===== src/rtl/router_input_port.sv =====
// Router input port: two single-packet virtual-channel buffers selected by the
// router-global polarity, with dimension-order routing and hop-count update.
module router_input_port #(
   parameter int PACKET_WIDTH = 64,
   parameter int HOP_W        = 8
) (
   input  logic                    clk,
   input  logic                    reset,
   input  logic                    polarity,
   input  logic                    si,
   output logic                    ri,
   input  logic [PACKET_WIDTH-1:0] di,
   output logic [4:0]              req,
   input  logic                    gnt,
   output logic [PACKET_WIDTH-1:0] dout,
   output logic [1:0]              vc_full
);

   // Packet bit 0 is the MSB, so packet bit i lives at vector index PACKET_WIDTH-1-i.
   // hx/hy are the two HOP_W-wide fields at the LSB end; hy is the last one.
   localparam int XDIR_IDX = PACKET_WIDTH - 2;
   localparam int YDIR_IDX = PACKET_WIDTH - 3;
   localparam int HX_LO    = HOP_W;
   localparam int HY_LO    = 0;

   // req vector index 4 is port 0 (N) ... index 0 is port 4 (PE).
   localparam logic [4:0] REQ_N  = 5'b10000;
   localparam logic [4:0] REQ_S  = 5'b01000;
   localparam logic [4:0] REQ_E  = 5'b00100;
   localparam logic [4:0] REQ_W  = 5'b00010;
   localparam logic [4:0] REQ_PE = 5'b00001;

   // Upstream handshake: a packet moves on a rising edge where si and ri are both
   // high; si while ri is low is dropped silently. Downstream: the held packet
   // leaves on a rising edge where gnt is high and req is non-zero.
   logic [1:0]              full_q;
   logic [PACKET_WIDTH-1:0] buf_q [2];

   logic                    wr_vc;
   logic                    rd_vc;
   logic [PACKET_WIDTH-1:0] rd_buf;
   logic [HOP_W-1:0]        hx;
   logic [HOP_W-1:0]        hy;
   logic                    accept;
   logic                    release_rd;

   assign wr_vc      = polarity;
   assign rd_vc      = ~polarity;
   assign rd_buf     = buf_q[rd_vc];
   assign hx         = rd_buf[HX_LO +: HOP_W];
   assign hy         = rd_buf[HY_LO +: HOP_W];
   assign ri         = ~full_q[wr_vc];
   assign accept     = si & ri;
   assign release_rd = gnt & (req != 5'b00000);
   // vc_full index 1 is VC0, index 0 is VC1.
   assign vc_full    = {full_q[0], full_q[1]};

   always_comb begin
      req  = 5'b00000;
      dout = '0;
      if (full_q[rd_vc]) begin
         dout = rd_buf;
         if (hx != '0) begin
            req                   = rd_buf[XDIR_IDX] ? REQ_W : REQ_E;
            dout[HX_LO +: HOP_W]  = hx - 1'b1;
         end else if (hy != '0) begin
            req                   = rd_buf[YDIR_IDX] ? REQ_S : REQ_N;
            dout[HY_LO +: HOP_W]  = hy - 1'b1;
         end else begin
            req                   = REQ_PE;
         end
      end
   end

   // Write and release always target opposite VCs, so both may fire together.
   always_ff @(posedge clk or posedge reset) begin
      if (reset) begin
         full_q   <= 2'b00;
         buf_q[0] <= '0;
         buf_q[1] <= '0;
      end else begin
         if (accept) begin
            buf_q[wr_vc]  <= di;
            full_q[wr_vc] <= 1'b1;
         end
         if (release_rd) begin
            full_q[rd_vc] <= 1'b0;
         end
      end
   end

endmodule


===== config.mk =====
export PLATFORM = sky130hd
export DESIGN_NAME = router_input_port
export DESIGN_NICKNAME = d
export VERILOG_FILES = /design/src/rtl/router_input_port.sv
export SDC_FILE = /design/constraint.sdc
export NUM_CORES = 1
export LEC_CHECK = 0
export ABC_AREA = 1
export CAP_MARGIN = 20
export CELL_PAD_IN_SITES_DETAIL_PLACEMENT = 0
export CELL_PAD_IN_SITES_GLOBAL_PLACEMENT = 1
export CORE_UTILIZATION = 39
export DETAILED_ROUTE_END_ITERATION = 8
export PLACE_DENSITY = 0.95
export SYNTH_ARGS = -nofsm -noshare
export SYNTH_HDL_FRONTEND = slang
export SYNTH_SLANG_ARGS = --single-unit

===== constraint.sdc =====
create_clock -name clk -period 12.3 [get_ports clk]
set_clock_uncertainty 0.05 [all_clocks]
set_input_delay 2.46 -clock clk [delete_from_list [all_inputs] [get_ports clk]]
set_output_delay 2.46 -clock clk [all_outputs]
set_load 0.005 [all_outputs]

* Word level (Yosys, flattened, before mapping)
Index checks and enable logic that the tools add are counted.
Word-level totals: output and inout bits 72, logic and storage cells 52, input bits 69, flip-flop bits (word level) 130
Operators by class: bitwise operators 9, $lt $le $gt $ge 7, multiplexer cells 25, reductions and logical operators 6, $add $sub $neg 2
Operators by type and width (number):
- 64-bit 2-to-1 mux | 5
- 128-bit bitwise mux | 1
- 64-bit demux with 1-bit select | 1
- 8-bit 2-to-1 mux | 3
- 5-bit 2-to-1 mux | 4
- 8-bit nonzero test | 2
- 8-bit by 1-bit subtractor with 8-bit output (second input constant) | 2
- 1-bit 2-to-1 mux | 6
- 5-bit nonzero test | 1
- 2-bit greater-or-equal comparator (second input constant) | 2
- 1-bit by 2-bit less-than comparator with 1-bit output (second input constant) | 2
- 2-bit 2-to-1 mux | 2
- 1-bit inverter with 2-bit output | 2
- 1-bit logical AND | 3
- 3-bit 2-to-1 mux | 1
- 1-bit AND | 2
- 2-bit AND | 1
- 1-bit demux with 1-bit select | 2
- 1-bit greater-or-equal comparator (second input constant) | 2
- 2-bit by 1-bit less-than comparator with 1-bit output (second input constant) | 1
- 1-bit inverter | 2
- 2-bit inverter | 1
- 2-bit OR | 1

* Depth between registers and ports, before layout
Gate-level depths: netlist of the first run.
depth after elaboration 12, depth in mapped cells 14, depth with buffers taken out 13

* Worst setup path before layout of the first run
OpenSTA, ideal clock, no wires.
path kind input -> output, from input port polarity, to output port dout[7], data required time 9790 ps, path slack 5825 ps, arrival time 3965 ps, cell stages on the path 12, path buffers 3, cell sequence buf_6 buf_12 or2_1 o21ai_2 ha_1 nand3_2 nor2_2 buf_6 nand4_2 nand2_1 nand2_1 nor2_2
Between the ends: longest elaborated chain between the ends 9, elaborated cells between the ends (all ways) 13, those cells by class add/sub (1); mux (8); bitwise (2); reduce/logical (2)
RTL lines:
- start: declaration | line 9 | input logic polarity,
- 1-bit inverter | line 48 | assign rd_vc = ~polarity;
- 1-bit inverter with 2-bit output (not written as such) | line 49 | assign rd_buf = buf_q[rd_vc];
- 64-bit 2-to-1 mux (not written as such) (3 in a row) | line 49
- 8-bit by 1-bit subtractor with 8-bit output / 8-bit nonzero test (equally long branches) | line 68, 66
- 8-bit 2-to-1 mux | line 66 | end else if (hy != '0) begin
- 8-bit 2-to-1 mux | line 63 | if (hx != '0) begin
- 64-bit 2-to-1 mux * | line 61 | if (full_q[rd_vc]) begin
- end: declaration | line 15 | output logic [PACKET_WIDTH-1:0] dout,
Mark *: on every way between the ends. The rest lies on a longest branch, timed or not. The select of a mux whose other input is x is not followed.

* Worst setup path after layout of the first run
from input port polarity, to output port req[3]
Between the ends: longest elaborated chain between the ends 9, elaborated cells between the ends (all ways) 13, those cells by class mux (9); bitwise (2); reduce/logical (2)
RTL lines:
- 1-bit inverter | line 48
- 1-bit inverter with 2-bit output (not written as such) | line 49
- 64-bit 2-to-1 mux (not written as such) (3 in a row) | line 49
- 8-bit nonzero test / 5-bit 2-to-1 mux (equally long branches) | line 66, 67
- 5-bit 2-to-1 mux | line 66
- 5-bit 2-to-1 mux | line 63
- 5-bit 2-to-1 mux * | line 61
- end: declaration | line 13 | output logic [4:0] req,
Marked as above.

==> results of run 1 <==
metrics by stage:
step,power (uW),cells,hold WS [ps],util,setup WS (ps)
6_report,1523,1255,425.6,0.5450,4250
5_1_grt,1623,1255,445.8,0.5450,3821
4_1_cts,1535,1252,429.4,0.5404,4198
3_5_place_dp,984.8,1220,417.3,0.5004,4186
3_3_place_gp,975.5,1220,408.8,0.5004,4231
2_1_floorplan,830.4,906,395.5,-,5825
cells in the mapped netlist, types with 4 or more instances:
master / count / share of area
a21oi_1: 6 / 0.0046
buf_2: 6 / 0.0046
clkbuf_1: 35 / 0.020
dfrtp_1: 130 / 0.50
inv_1: 133 / 0.076
nand2_1: 383 / 0.22
nand3_1: 7 / 0.0054
nand3_2: 4 / 0.0061
nor2_1: 27 / 0.015
nor2_2: 4 / 0.0038
o21ai_0: 131 / 0.10
o21ai_2: 6 / 0.0080
worst max-delay path: cells and delay by family:
family | cells | cell delay (ps)
buf+inv | 6 | 1870
simple gates | 8 | 1170
final timing paths:
check                          start         end  slack (ps)  cells past startpoint
max in group asynchronous      reset   buf_q[68]        8690                      4
min reg2reg                 buf_q[8]    buf_q[8]         430                      2
max                         polarity      req[3]        4250                     14
max reg2reg                full_q[1]  buf_q[107]       10380                      8
min in group asynchronous      reset   buf_q[49]        2410                      2
min                         buf_q[8]    buf_q[8]         430                      2
logic make-up after synthesis:
family                     synth area share
adders and majority gates          0.003823
buffers and inverters                0.1126
xor gates and xnor gates           0.004016
and+or+nand+nor                      0.2642
DFF                                  0.4971
AOI/OAI and AO/OA                    0.1166
muxes                              0.001530
area by class of cell:
type                            count  area share
Multi-Input combinational cell    592      0.2944
Clock buffer                       22     0.05285
Inverter                          136     0.05840
Sequential cell                   130      0.3704
Timing Repair Buffer              149      0.1726
Tap cell                          216     0.03077
Clock inverter                     10     0.02051
sequential cells by signal, summed over array words and instances (netlist names):
signal  count
buf_q     128
full_q      2
layer usage:
| layer | vias to the layer above | share of wire |
|---|---|---|
| met2 | 108 | 0.49 |
| met3 | 16 | 0.033 |
| met1 | 2569 | 0.46 |
| li1 | 2981 | - |
| met4 | 0 | 0.013 |
| met5 | - | 0 |
power by group through the flow:
stage	Combinational (uW)	Sequential, uW	Clock [uW]
after floorplan	239	591	0
after global placement	376	600	0
after detailed placement	382	603	0
after CTS	386	597	552
after global routing	442	610	572
final	384	597	542
==> impl_metrics.yaml, run 1 <==
synth:
  ys_seq_area_frac: 0.4971
  synth_cell_types: 30
  synth_edf_count: 0
  yosysWarnings: 0
  syn-cell-area_sq_um: 6544
  ys_ff_latch: 130
  synthCells: 906
  ys_async_sr_fraction: 1.000
  syn_area_per_cell_sq_um: 7.223
  synth_nets: 977
  synth_top_flop_cell: "dfrtp_1"
layout:
  fillers: 1562
  final_common_cell: "nand2_1"
  finalNetCount: 1097
  multi_input_area_sq_um: 2586
  final_cell_area_sq_um: 8783
  area.sequential_sq_um: 3253
  antenna_cells: 0
  drive_above_1_share: 0.06256
  final_cell_mix: "nand2_1 (383), clkdlybuf4s50_1 (139), inv_1 (132)"
  area_growth_pct: 34.23
place:
  place_congestion: 0.8126
  dpl.hpwl_um: 9478
  io_buffers: 140
  place_area_sq_um: 8064
grt:
  grtUsageMet2: 0.3142
  grt_pass1_wl_um: 25900
  met1_usage: 0.2392
  use_met3: 0.02855
  grt_antenna_before_repair: 0
  grt_overflow: 0
  grt_max_degree: 130
  grt.busiest_layer: "met2"
  grt_util_all_layers: 0.1843
  first_global_vias: 5420
detailed_routing:
  routed_wirelength_um: 15260
  route.detailed.drc: 0
  drtIter0Drc: 349
  vias: 5674
  drt-vias-per-instance: 4.521
  final_antenna_net_count: 0
  drt_first_pass_iters: 5
  wl_per_cell_um: 12.16
setup_path:
  critical_path.max_fanout: 76
  max_stage_delay_ps: 690
  crit_slowest_cell: "buf_4"
  arrival_ps: 5540
  crit_type: "in2out"
  cp_common_cell: "nand2_1"
  endpoint_kind: "primary output"
  startpoint_type: "input port"
  path_cells: "buf_2 -> buf_4 -> inv_2 -> buf_4 -> nand2_1 -> nand2_1 -> nor2_1 -> nand2_1 -> nor2_2 -> nand2_1 -> inv_2 -> nand2_1 -> nor2_1 -> clkdlybuf4s50_1"
  critPathRequiredTime_ps: 9790
clock_tree:
  htree_levels: 4
  clockBufferDepth: 2
  clk_pin_slew_ps: 50
  numCtsBuffers: 17
  cts_tree: "built"
  postCtsHoldBufs: 0
  root_buffer: "clkbuf_16"
  post_cts_resized: 0
  cts.sinks: 130
  clk_latency_ps: 400
  post_cts_buffers: 0
job:
  max-cap-violations: 0
power_and_ir_drop:
  p_int_uw: 1090
  p_comb_frac: 0.252
  clockPowerShare: 0.356
  peakVddDrop_mv: 0.09585
  sw_frac_of_total: 0.2847
  power_density_nw_per_um2: 173.4
  p_seq_frac: 0.392
  p_leak_uw: 0.004701
  p_switching_uw: 433.7
sta:
  fin_setup_tns_ps: 0
  max_freq_mhz: 124.2
  rsz0062_at_grt: "no"
  slew_violations: 0
  setup_viol_count_final: 0
  fin_crit_ps: 8050
  tightest_slew_ps: 907.2
  slew_headroom: 0.3952
  period_share: 0.6545
  hold_viol: 0
die:
  io_pins: 141
  row_count: 46
  core_sq_um: 16120
  die_h_um: 131.5
  initial_core_util: 0.4061
  die_w_um: 131.5
  die_area_sq_um: 17300
run_status:
  status: "finished, final reports clean"
hold_path:
  hp-class: "reg2reg"
(Power assumes the default switching activity.)
==> run 2, diff against run 1 <==
--- a/config.mk
+++ b/config.mk
@@ -9,9 +9,9 @@
 export CAP_MARGIN = 20
 export CELL_PAD_IN_SITES_DETAIL_PLACEMENT = 0
 export CELL_PAD_IN_SITES_GLOBAL_PLACEMENT = 1
-export CORE_UTILIZATION = 39
+export CORE_UTILIZATION = 37
 export DETAILED_ROUTE_END_ITERATION = 8
-export PLACE_DENSITY = 0.95
+export PLACE_DENSITY = 0.92
 export SYNTH_ARGS = -nofsm -noshare
 export SYNTH_HDL_FRONTEND = slang
 export SYNTH_SLANG_ARGS = --single-unit
==> constraint.sdc (replaced) <==
create_clock -name clk -period 8.4 [get_ports clk]
set_clock_uncertainty 0.05 [all_clocks]
set_input_delay 1.68 -clock clk [delete_from_list [all_inputs] [get_ports clk]]
set_output_delay 1.68 -clock clk [all_outputs]
set_load 0.005 [all_outputs]
==> impl_metrics.yaml, run 2 (same netlist as run 1, synthesis figures left out) <==
clock_tree:
  clk_pin_slew_ps: 50
  root_buffer: "clkbuf_16"
  numCtsBuffers: 17
  clk_latency_ps: 410
  cts.sinks: 130
  postCtsHoldBufs: 0
  post_cts_resized: 0
  cts_tree: "built"
  clockBufferDepth: 2
  post_cts_buffers: 0
  htree_levels: 4
detailed_routing:
  wl_per_cell_um: 12.11
  final_antenna_net_count: 0
  drtIter0Drc: 396
  drt-vias-per-instance: 4.523
  vias: 5704
  route.detailed.drc: 0
  drt_first_pass_iters: 5
  routed_wirelength_um: 15270
layout:
  finalNetCount: 1095
  fillers: 1687
  reg_top3: "buf_q: 128 flops, full_q: 2 flops"
  drive_above_1_share: 0.06081
  final_cell_area_sq_um: 8721
  final_cell_mix: "nand2_1 (383), clkdlybuf4s50_1 (139), inv_1 (132)"
  antenna_cells: 0
  final_common_cell: "nand2_1"
  area_growth_pct: 33.27
  final_util: 0.5042
  top_register: "buf_q"
  largest_reg_flops: 128
  fin_cells: 1261
place:
  place_congestion: 0.8101
  io_buffers: 140
  dpl.cell_count: 1229
  dpl.hpwl_um: 9891
  place_area_sq_um: 8075
sta:
  setup_viol_count_final: 0
  hold_viol: 0
  period_share: 0.7321
  tightest_slew_ps: 908.7
  fin_crit_ps: 6150
  fin_setup_tns_ps: 0
  slew_violations: 0
  rsz0062_at_grt: "no"
  max_freq_mhz: 162.6
  slew_headroom: 0.3942
setup_path:
  critPathLaunch: "polarity"
  startpoint_type: "input port"
  endpoint_kind: "primary output"
  crit_path_end: "req[3]"
  crit_type: "in2out"
  critPathRequiredTime_ps: 6670
  reg2reg_from: "full_q[1]"
  rrSetupSlack_ps: 6110
  worstRegToRegCells: 7
  arrival_ps: 4420
  critical_path.max_fanout: 75
  r2r-end: "buf_q[79]"
die:
  die_w_um: 135.0
  io_pins: 141
  die_area_sq_um: 18220
  initial_core_util: 0.3783
  row_count: 48
  core_sq_um: 17300
  die_h_um: 135.0
hold_path:
  hp-class: "reg2reg"
  hp-start: "buf_q[7]"
power_and_ir_drop:
  power_density_nw_per_um2: 252.2
  total_power_uw: 2199
  clockPowerShare: 0.348
  p_seq_frac: 0.398
  p_switching_uw: 638.3
  p_int_uw: 1561
  p_comb_frac: 0.254
  p_leak_uw: 0.004662
  peakVddDrop_mv: 0.1444
  sw_frac_of_total: 0.2902
grt:
  grt_util_all_layers: 0.1772
  grt_max_degree: 130
  grt_pass1_wl_um: 25640
  first_global_vias: 5375
  grt_overflow: 0
  grt_antenna_before_repair: 0
run_status:
  status: "finished, final reports clean"
job:
  max-cap-violations: 0
==> run 2: cell count changes in the layout (fill, tap and decap cells not counted) <==
cell / previous run / this run
buf_12: 1 / 0
buf_16: 2 / 1
bufinv_16: 5 / 4
clkbuf_1: 3 / 2
clkinvlp_4: 2 / 3
==> run 2: how the worst min path moves through the flow <==
stage / cells after the start / endpoint / slack, ps
3_3_place_gp: 2 / buf_q[7] / 410
2_1_floorplan: 2 / buf_q[8] / 400
3_5_place_dp: 2 / buf_q[7] / 420
4_1_cts: 2 / buf_q[7] / 430
6_report: 2 / buf_q[7] / 430
5_1_grt: 2 / buf_q[7] / 440
==> run 2: power by group through the flow <==
stage	Combinational (uW)	Clock, uW	Sequential (uW)
2_1_floorplan	350	0	866
3_3_place_gp	554	0	877
3_5_place_dp	562	0	884
4_1_cts	566	781	875
5_1_grt	647	805	894
6_report	559	766	875
==> run 2: metrics by stage <==
stage / setup slack [ps] / hold slack, ps
after floorplan: 3201 / 395.5
after global placement: 2270 / 410.4
after detailed placement: 2240 / 417.3
after CTS: 2228 / 431.3
after global routing: 1982 / 441.3
final: 2250 / 427.7
==> run 2: final cells by class <==
cell class | count | area (sq um) | share of cell area
multi-input combinational | 592 | 2586 | 0.2966
clock inverter | 10 | 157.7 | 0.01808
timing repair buffer | 147 | 1469 | 0.1684
inverter | 136 | 513.0 | 0.05882
clock buffer | 21 | 460.4 | 0.05280
tap | 225 | 281.5 | 0.03228
sequential | 130 | 3253 | 0.3730
==> run 2: worst max-delay path, stage by stage <==
cell	delay, ps
buf_2	110
buf_4	380
or2_1	350
o21ai_2	110
ha_1	300
nand3_2	110
nor2_2	410
nand2_1	170
inv_2	100
nand2_1	60
nor2_1	100
clkdlybuf4s50_1	500
==> run 2: layer usage <==
| metal | vias up | GRT usage | part of all wire |
|---|---|---|---|
| li1 | 2972 | - | - |
| met1 | 2587 | 0.2279 | 0.47 |
| met2 | 132 | 0.3013 | 0.49 |
| met3 | 13 | 0.02928 | 0.039 |
| met4 | 0 | 0.06180 | 0.0098 |
| met5 | - | 0 | 0 |
